`src/rtl/adder_inverse.sv`:
```
// Bit-serial operand recovery for the 4-bit adder: b = s - a.
// Flags sums that no pair of W-bit operands could have produced.
module adder_inverse #(
  parameter int W = 4
) (
  input  logic         clk_i,
  input  logic         rst_i,
  input  logic         valid_i,
  output logic         ready_o,
  input  logic [W:0]   s_i,
  input  logic [W-1:0] a_i,
  output logic         done_o,
  output logic [W-1:0] b_o,
  output logic         err_o
);

  localparam int CW = $clog2(W + 1);

  typedef enum logic [1:0] {
    IDLE = 2'd0,
    CALC = 2'd1,
    DONE = 2'd2
  } state_t;

  state_t        r_state;
  logic [W:0]    r_s;
  logic [W:0]    r_a;
  logic [W:0]    r_d;
  logic          r_borrow;
  logic [CW-1:0] r_cnt;

  logic          w_sb;
  logic          w_ab;
  logic          w_d;
  logic          w_bo;
  logic [W:0]    w_dnext;
  logic          w_last;

  // Full-subtractor cell for the current LSB of the shift registers
  always_comb begin
    w_sb    = r_s[0];
    w_ab    = r_a[0];
    w_d     = w_sb ^ w_ab ^ r_borrow;
    w_bo    = (~w_sb & w_ab) | (~w_sb & r_borrow)
            | (w_ab & r_borrow);
    w_dnext = {w_d, r_d[W:1]};
    w_last  = (r_cnt == CW'(W));
  end

  // Control FSM, serial datapath and registered outputs
  always_ff @(posedge clk_i or posedge rst_i) begin
    if (rst_i) begin
      r_state  <= IDLE;
      r_s      <= '0;
      r_a      <= '0;
      r_d      <= '0;
      r_borrow <= 1'b0;
      r_cnt    <= '0;
      ready_o  <= 1'b1;
      done_o   <= 1'b0;
      b_o      <= '0;
      err_o    <= 1'b0;
    end else begin
      unique case (r_state)
        IDLE: begin
          done_o <= 1'b0;
          if (valid_i) begin
            r_s      <= s_i;
            r_a      <= {1'b0, a_i};
            r_d      <= '0;
            r_borrow <= 1'b0;
            r_cnt    <= '0;
            ready_o  <= 1'b0;
            r_state  <= CALC;
          end else begin
            ready_o <= 1'b1;
          end
        end
        CALC: begin
          r_s      <= {1'b0, r_s[W:1]};
          r_a      <= {1'b0, r_a[W:1]};
          r_d      <= w_dnext;
          r_borrow <= w_bo;
          r_cnt    <= r_cnt + 1'b1;
          if (w_last) begin
            b_o     <= w_dnext[W-1:0];
            err_o   <= w_bo | w_dnext[W];
            done_o  <= 1'b1;
            r_state <= DONE;
          end
        end
        DONE: begin
          done_o  <= 1'b0;
          ready_o <= 1'b1;
          r_state <= IDLE;
        end
        default: begin
          done_o  <= 1'b0;
          ready_o <= 1'b1;
          r_state <= IDLE;
        end
      endcase
    end
  end

endmodule

```
`config.mk`:
```
export PLATFORM = sky130hd
export DESIGN_NAME = adder_inverse
export DESIGN_NICKNAME = d
export VERILOG_FILES = /design/src/rtl/adder_inverse.sv
export SDC_FILE = /design/constraint.sdc
export NUM_CORES = 1
export LEC_CHECK = 0
export ABC_AREA = 1
export BUFFER_PORTS_ARGS = -buffer_cell sky130_fd_sc_hd__clkbuf_2
export CAP_MARGIN = 20
export CORE_MARGIN = 3
export CORE_UTILIZATION = 50
export DETAILED_ROUTE_END_ITERATION = 8
export PLACE_DENSITY = 0.69
export SYNTH_ARGS = -nofsm -noshare
export SYNTH_HDL_FRONTEND = slang
export SYNTH_SLANG_ARGS = --single-unit
```
`constraint.sdc`:
```
create_clock -name clk_i -period 2.9 [get_ports clk_i]
set_clock_uncertainty 0.1 [all_clocks]
set_input_delay 0.145 -clock clk_i [delete_from_list [all_inputs] [get_ports clk_i]]
set_output_delay 0.145 -clock clk_i [all_outputs]
set_load 0.01 [all_outputs]
```
======== Yosys cells after proc, flatten, opt, wreduce, memory -nomap -nowiden ========
Cells that the tools add are included.
cells by class
  $add $sub $neg .......................... 1
  equal/unequal tests ..................... 4
  mux-type cells .......................... 17
  bitwise operators ....................... 9
  reduce and logical (&&, ||, !) cells .... 5
operators with widths
  operator                                        number
  one-hot mux 5 bit (2 select lines)              3
  2-to-1 mux 5 bit                                3
  one-hot mux 3 bit (2 select lines)              1
  AND reduction 2 bit                             3
  2-to-1 mux 1 bit                                4
  2-to-1 mux 2 bit                                2
  inequality test 2 bit (second input constant)   2
  one-hot mux 1 bit (2 select lines)              2
  one-hot mux 2 bit (2 select lines)              1
  adder 3 x 1 -> 3 bit (second input constant)    1
  bitwise AND 1 bit                               3
  == test 3 bit (second input constant)           1
  2-to-1 mux 3 bit                                1
  bitwise OR 1 bit                                3
  == test 2 x 1 -> 1 bit (second input constant)  1
  zero test 2 bit                                 1
  nonzero test 2 bit                              1
  XOR 1 bit                                       2
  inverter 1 bit                                  1
word-level totals
  flip-flop bits (word level) ............. 28
  bits of input ports ..................... 12
  output and inout port bits .............. 7
  logic and storage cells ................. 46

======== Logic depth before layout (Yosys ltp) ========
Gate-level depths: netlist (run 1).
  word-level depth ........................ 5
  depth in mapped cells ................... 8
  gate-level depth less buffers ........... 7

======== Least setup slack after synthesis (run 1) ========
Ideal clock, no wire load.
  path type ............................... register to register
  start point ............................. register r_s[0]
  end point ............................... register err_o
  setup time .............................. 119 ps
  arrival time ............................ 1102 ps
  data required time ...................... 2681 ps
  path slack .............................. 1579 ps
  stages on the path, launching flop included .. 6
  buffers on the path ..................... 0
  clock period less this slack ............ 1321 ps
  path through ............................ dfrtp_1 inv_1 fa_1 inv_1 nor2_1 o21ai_2
on the way
  longest elaborated chain between the ends .. 5
  elaborated cells on any way between the ends .. 8
  those cells by class .................... bitwise: 8
RTL lines
  what                    RTL line  source
  from (decl)             26        logic [W:0] r_s;
  from (signal assigned)  68        r_s <= s_i;
  from (signal assigned)  80        r_s <= {1'b0, r_s[W:1]};
  inverter 1 bit          44        w_bo = (~w_sb & w_ab) | (~w_sb & r_borrow)
  bitwise AND 1 bit       44
  bitwise OR 1 bit        44
  bitwise OR 1 bit        45        | (w_ab & r_borrow);
  bitwise OR 1 bit *      87        err_o <= w_bo | w_dnext[W];
  to (signal assigned)    87
  to (decl)               14        output logic err_o
Every way passes the cells marked *; elsewhere a longest branch is shown, timed or not.
A chain may end at the register's enable or synchronous reset.

======== Worst setup path in the final report (run 1) ========
  start point ............................. register r_state[0]
  end point ............................... register err_o
on the way
  longest elaborated chain between the ends .. 2
RTL lines
  what                                  RTL line  source
  from (decl)                           25        state_t r_state;
  from (signal assigned)                53        r_state <= IDLE;
  from (signal assigned)                74        r_state <= CALC;
  from (signal assigned)                89        r_state <= DONE;
  == test 2 x 1 -> 1 bit                64        unique case (r_state)
  AND reduction 2 bit (no source line)  -
Every way passes these cells.

==> results_dict.tcl, run 1 <==
set metrics [dict create \
    finalSetupTns_ns 0 \
    period_share_pct 60.3 \
    status "complete, no violations" \
    drive_gt1_share_pct 26.5 \
    cts.htree.levels 1 \
    hold_path_class "input pin to register" \
    cap_violations 0 \
    arrival_ns 1.87 \
    start_util_pct 55.6 \
    die_y_um 56.8 \
    cts_tree "done" \
    multi_input_area_sq_um 497 \
    drt_iter0_drc 10 \
    startpoint_type "register" \
    synth_area_leaders "dfrtp_1 48%, nand2_1 13%, inv_1 8.1%, nand3_2 5.4%, o21ai_2 4.8%" \
    dieArea_sq_um 3230 \
    most-common-layout-cells "43 x nand2_1, 28 x inv_1, 25 x dfrtp_1" \
    yosysWarningCount 0 \
    finalHoldViolCount 0 \
    grt_use_total_pct 14.9 \
    avgSynthCellArea_sq_um 9.02 \
    maxSlewViolCount 0 \
    dp_hpwl_um 1510 \
    clockBufferDepth 2 \
    regArea_sq_um 652 \
    setup_slack_ns 1.15 \
    avgRoutedWirePerCell_um 10.8 \
    areaGrowthSynthToFinish_pct 16.2 \
    numClockSinks 26 \
    power_density_nw_per_um2 1050 \
    grt_max_degree 27 \
    worstPathRequired_ns 3.02 \
    dpl_worst_slack_ns 1.16 \
    grt_remaining_overflow 0 \
    fill_cells 212 \
    layout_commonest_cell "nand2_1" \
    numCtsBuffers 3 \
    clk_pin_slew_ns 0.15 \
    crit_path_end_kind "register" \
    synthesis.nets 158 \
    yosys_register_bits 26 \
    worst_pin_slew_ns 0.454 \
    die_w_um 56.8 \
    antenna_left 0 \
    syn_area_sq_um 1290 \
    crit_type "register to register" \
    portBuffers 18 \
    ios 19 \
    slew_headroom_pct 69.8 \
    ys_seq_area_share_pct 50.5 \
    wirelength_um 2090 \
    grt_setup_unrepaired "false" \
    cts_root_buffer "clkbuf_4" \
    gp_congestion 0.711 \
    period_needed_ns 1.75 \
    vias 919 \
    grt_pass1_vias 919 \
    vias_per_cell 4.74 \
    antenna_found_initial 0 \
    grt_pass1_wl_um 3850 \
    fp-row-count 17 \
    power.leakage_nw 0.833 \
    fmax_mhz 572 \
    ys_types 19 \
    nets 182 \
    worstSkewPairLatency_ns 0.32 \
    cp_max_fo 11 \
    finalSetupViolCount 0 \
    drt-pass1-iter-count 4 \
    synth_cells 143 \
    yosys.area.top_type "dfrtp_1" \
    core_sq_um 2320 \
    peakVddDrop_uv 607 \
    post_cts_resized 0 \
    drc 0 \
    yosysTopAreaCellShare_pct 48.5 \
    diodes 0 \
]
[layer usage]
layer | part of all wire, % | track usage (%) | vias to the layer above
li1 | - | - | 476
met1 | 48 | 19.7 | 429
met2 | 48 | 24.1 | 12
met3 | 3.7 | 2.53 | 2
met4 | 0.62 | 5.96 | 0
met5 | 0 | 0 | -
[synthesized netlist by cell type]
cell type,n
nand2_1,43
buf_4,2
dfstp_2,1
o21ai_0,7
buf_6,1
inv_2,1
inv_1,28
ha_1,2
nor2_1,4
nand2_8,2
o21ai_2,7
dfrtp_1,25
fa_1,1
nor2_4,1
o22ai_1,1
nand3_1,8
nand2_4,1
nand3_2,7
inv_4,1
[power by group]
| part | leakage (nW) | internal [mW] | switching [mW] | total [mW] |
|---|---|---|---|---|
| Sequential | 0.326 | 0.529 | 0.110 | 0.639 |
| Combinational | 0.480 | 0.266 | 0.422 | 0.688 |
| Clock | 0.0279 | 0.140 | 0.109 | 0.249 |
| Total | 0.833 | 0.935 | 0.641 | 1.58 |
[cell families (layout without fill, tap and decap cells)]
group / after synthesis / count (layout) / share of synthesized area [%]
and+or+nand+nor: 66 / 66 / 27.1
buffers and inverters: 33 / 56 / 11.0
DFF: 26 / 26 / 50.5
AOI/OAI and AO/OA: 15 / 15 / 7.95
adders and majority gates: 3 / 3 / 3.49
[worst paths after layout]
kind	to	slack [ns]	start	depth (start not counted)
worst min-delay path	r_a[2]$_DFFE_PP0P_	0.02	a_i[2]	5
worst max register to register	err_o$_DFFE_PP0P_	1.15	r_state[0]$_DFFE_PP0P_	5
max in group asynchronous	ready_o$_DFFE_PP1N_	2.14	rst_i	4
min in group asynchronous	r_borrow$_DFFE_PP0P_	0.14	rst_i	3
worst max-delay path	err_o$_DFFE_PP0P_	1.15	r_state[0]$_DFFE_PP0P_	5
worst min register to register	ready_o$_DFFE_PP1N_	0.39	ready_o$_DFFE_PP1N_	2
[state kept, by name, indices dropped and copies added (netlist names)]
name      flops
ready_o       1
err_o         1
r_borrow      1
r_cnt         3
r_a           4
b_o           4
r_s           5
r_state       2
r_d           4
done_o        1
[critical path: stages, from the launching register on]
cell     delay, ns
dfrtp_1       0.65
inv_1         0.15
nor2_4        0.22
nand2_1       0.32
nand2_1       0.17
o21ai_2       0.06
[final cells by class]
type	count	area share (%)
well taps	28	2.34
clock buffers	3	1.50
flip-flops and latches	26	43.5
repair buffers	22	9.85
multi-input cells	84	33.1
inverters	30	7.68
clock inverters	1	2.00
[through the flow]
step	instance area [sq um]	hold WS, ns	total power [mW]	std cells	utilization, %
floorplan	1290	0.0843	1.20	143	-
global placement	1390	0.258	1.32	186	59.9
detailed placement	1390	0.267	1.34	186	59.9
CTS	1470	0.0125	1.60	193	63.5
global route	1500	0.0270	1.73	194	64.7
finish	1500	0.0239	1.58	194	64.7
[repair_timing]
item | CTS | global route
hold endpoints to repair | 27 | 0
hold buffers | 3 | 0
setup buffers | 0 | 0
No activity file was read; power rests on OpenSTA's default activity.
==> inputs of run 2 (changes only) <==
--- a/config.mk
+++ b/config.mk
@@ -5,13 +5,13 @@
 export SDC_FILE = /design/constraint.sdc
 export NUM_CORES = 1
 export LEC_CHECK = 0
-export ABC_AREA = 1
+export ABC_AREA = 0
 export BUFFER_PORTS_ARGS = -buffer_cell sky130_fd_sc_hd__clkbuf_2
 export CAP_MARGIN = 20
 export CORE_MARGIN = 3
-export CORE_UTILIZATION = 50
+export CORE_UTILIZATION = 49
 export DETAILED_ROUTE_END_ITERATION = 8
-export PLACE_DENSITY = 0.69
+export PLACE_DENSITY = 0.72
 export SYNTH_ARGS = -nofsm -noshare
 export SYNTH_HDL_FRONTEND = slang
 export SYNTH_SLANG_ARGS = --single-unit
==> constraint.sdc (replaced) <==
create_clock -name clk_i -period 1.57 [get_ports clk_i]
set_clock_uncertainty 0.1 [all_clocks]
set_input_delay 0.0785 -clock clk_i [delete_from_list [all_inputs] [get_ports clk_i]]
set_output_delay 0.0785 -clock clk_i [all_outputs]
set_load 0.01 [all_outputs]
==> results_dict.tcl, run 2 <==
set metrics [dict create \
    status "complete, no violations" \
    synth_cells 104 \
    worst_pin_slew_ns 0.461 \
    core_sq_um 2230 \
    clockBufferDepth 2 \
    avgSynthCellArea_sq_um 11.2 \
    grt_remaining_overflow 0 \
    grt_use_total_pct 17.8 \
    cts.htree.levels 1 \
    die_w_um 54.8 \
    portBuffers 18 \
    period_needed_ns 1.45 \
    seqPwrFrac_pct 46.8 \
    post_cts_resized 0 \
    synth_area_leaders "dfrtp_1 54%, nor3_1 3.9%, o21ai_0 3.9%, mux2_2 3.9%, a22o_1 3.8%" \
    fmax_mhz 689 \
    synthesis.nets 119 \
    worstSkewPairLatency_ns 0.31 \
    yosys.area.top_type "dfrtp_1" \
    post_cts_buffers 0 \
    crit_type "register to register" \
    avgRoutedWirePerCell_um 13.2 \
    hold-worst-slack_ns 0.0348 \
    startpoint_type "register" \
    crit_end "b_o[1]$_DFFE_PP0P_" \
    cts_tree "done" \
    arrival_ns 1.56 \
    drc 0 \
    antenna_found_initial 0 \
    layout_commonest_cell "dfrtp_1" \
    power.leakage_nw 0.679 \
    finalSetupViolCount 0 \
    vias_per_cell 5.20 \
    cts_hold_buffers 8 \
    power.switching_mw 0.945 \
    p_sw_share_pct 37.0 \
    grt_pass1_vias 903 \
    numClockSinks 26 \
    rr_worst_depth 4 \
    worstPathRequired_ns 1.67 \
    synthFlopType "dfrtp_1" \
    fp-row-count 17 \
    period_share_pct 92.4 \
    yosysWarningCount 0 \
    finalHoldViolCount 0 \
    dp_hpwl_um 1560 \
    slew_headroom_pct 69.2 \
    synth_most_common_cell "dfrtp_1" \
    power_frac_comb_pct 42.3 \
    wirelength_um 2140 \
    grt_pass1_wl_um 3800 \
    power_density_nw_per_um2 1830 \
    crit_path_end_kind "register" \
    largest_reg_flops 5 \
    synth_edf_count 0 \
    vias 843 \
    r2r_slack_ns 0.12 \
    drive_gt1_share_pct 24.6 \
    syn_area_sq_um 1160 \
    nets 150 \
    drt_iter0_drc 8 \
    yosysTopAreaCellShare_pct 53.7 \
    cts_root_buffer "clkbuf_4" \
    cap_violations 0 \
    start_util_pct 52.2 \
    grt_setup_unrepaired "false" \
    areaGrowthSynthToFinish_pct 19.8 \
    clk_pin_slew_ns 0.13 \
    crit_path_start "r_cnt[0]$_DFFE_PP0P_" \
    grt_max_degree 27 \
    hold_path_class "input pin to register" \
    gp_congestion 0.735 \
    finalSetupTns_ns 0 \
    ys_types 29 \
    dieArea_sq_um 3000 \
    synthTopCellsByCount "25 x dfrtp_1, 9 x nor3_1, 9 x o21ai_0, 8 x nand2_1, 7 x inv_1" \
    ys_seq_area_share_pct 56.0 \
    p_int_mw 1.61 \
    numCtsBuffers 3 \
    maxSlewViolCount 0 \
    reg2reg_from "r_cnt[0]$_DFFE_PP0P_" \
    die_y_um 54.8 \
    power_frac_clock_pct 10.9 \
    drt-pass1-iter-count 4 \
    ios 19 \
    most-common-layout-cells "25 x dfrtp_1, 18 x clkbuf_2, 9 x o21ai_0, 9 x nor3_1" \
    peakVddDrop_uv 927 \
    top_register "r_s" \
    postSynth.asyncResetShare_pct 100 \
    diodes 0 \
    antenna_left 0 \
    yosys_register_bits 26 \
    rr_endpoint "b_o[1]$_DFFE_PP0P_" \
    cp_max_fo 7 \
]
## run 2: cell types whose count changed in the layout (fill, tap and decap cells not counted), moves of 7 or more
cell / before / now
nand3_2: 7 / 0
nor3_1: 0 / 9
inv_1: 28 / 7
nand2_1: 43 / 8
nand3_1: 8 / 0
o21ai_2: 7 / 0
## run 2: per-stage QoR
stage          util [%]  setup WS [ns]  std cells  total power [mW]  cell area, sq um
2_1_floorplan         -          0.241        104              1.98              1160
3_3_place_gp       57.7          0.163        150              2.23              1290
3_5_place_dp       57.7          0.121        150              2.29              1290
4_1_cts            62.5          0.101        162              2.60              1400
5_1_grt            62.5         0.0359        162              2.79              1400
6_report           62.5          0.119        162              2.56              1400
## run 2: final cells by class
| cell class | count | area, sq um |
|---|---|---|
| Clock buffer | 4 | 26.3 |
| Multi-Input combinational cell | 67 | 455 |
| Sequential cell | 26 | 652 |
| Tap cell | 28 | 35.0 |
| Fill cell | 187 | 838 |
| Inverter | 7 | 26.3 |
| Timing Repair Buffer | 30 | 200 |
## run 2: routing by layer
layer / vias to the layer above / wire length (um) / track usage [%]
met2: 11 / 1090 / 31.5
met3: 2 / 53 / 3.27
met5: - / 0 / 0
met4: 0 / 9 / 6.22
met1: 405 / 981 / 21.5
li1: 425 / - / -
## run 2: critical path, cell delays in order, from the launching register on
cell      delay (ns)
dfrtp_1         0.43
inv_1           0.07
ha_1            0.19
nand4b_2        0.22
mux2_2          0.34
## run 2: kinds of logic (layout without fill, tap and decap cells)
logic type               Yosys count  count (layout)  synth area share (%)
buffers and inverters             11              41                  4.94
AO/OA/AOI/OAI                     24              24                  13.7
AND/OR/NAND/NOR                   35              35                  16.8
multiplexers                       5               5                  4.73
flip-flops                        26              26                  56.0
adder cells (fa/ha/maj)            3               3                  3.87
## run 2: worst min path at each step
stage / to / start / depth (start not counted)
2_1_floorplan: b_o[0]$_DFFE_PP0P_ / rst_i / 1
3_3_place_gp: r_d[1]$_DFFE_PP0P_ / rst_i / 3
3_5_place_dp: b_o[0]$_DFFE_PP0P_ / rst_i / 3
4_1_cts: r_a[2]$_DFFE_PP0P_ / a_i[2] / 4
5_1_grt: r_a[2]$_DFFE_PP0P_ / a_i[2] / 4
6_report: r_a[2]$_DFFE_PP0P_ / a_i[2] / 4
## run 2: power by group through the flow
stage | registers (mW) | logic (mW) | clock network [mW]
global route | 1.23 | 1.23 | 0.324
detailed placement | 1.22 | 1.07 | 0
CTS | 1.20 | 1.10 | 0.295
finish | 1.20 | 1.08 | 0.278
global placement | 1.19 | 1.04 | 0
floorplan | 1.18 | 0.809 | 0
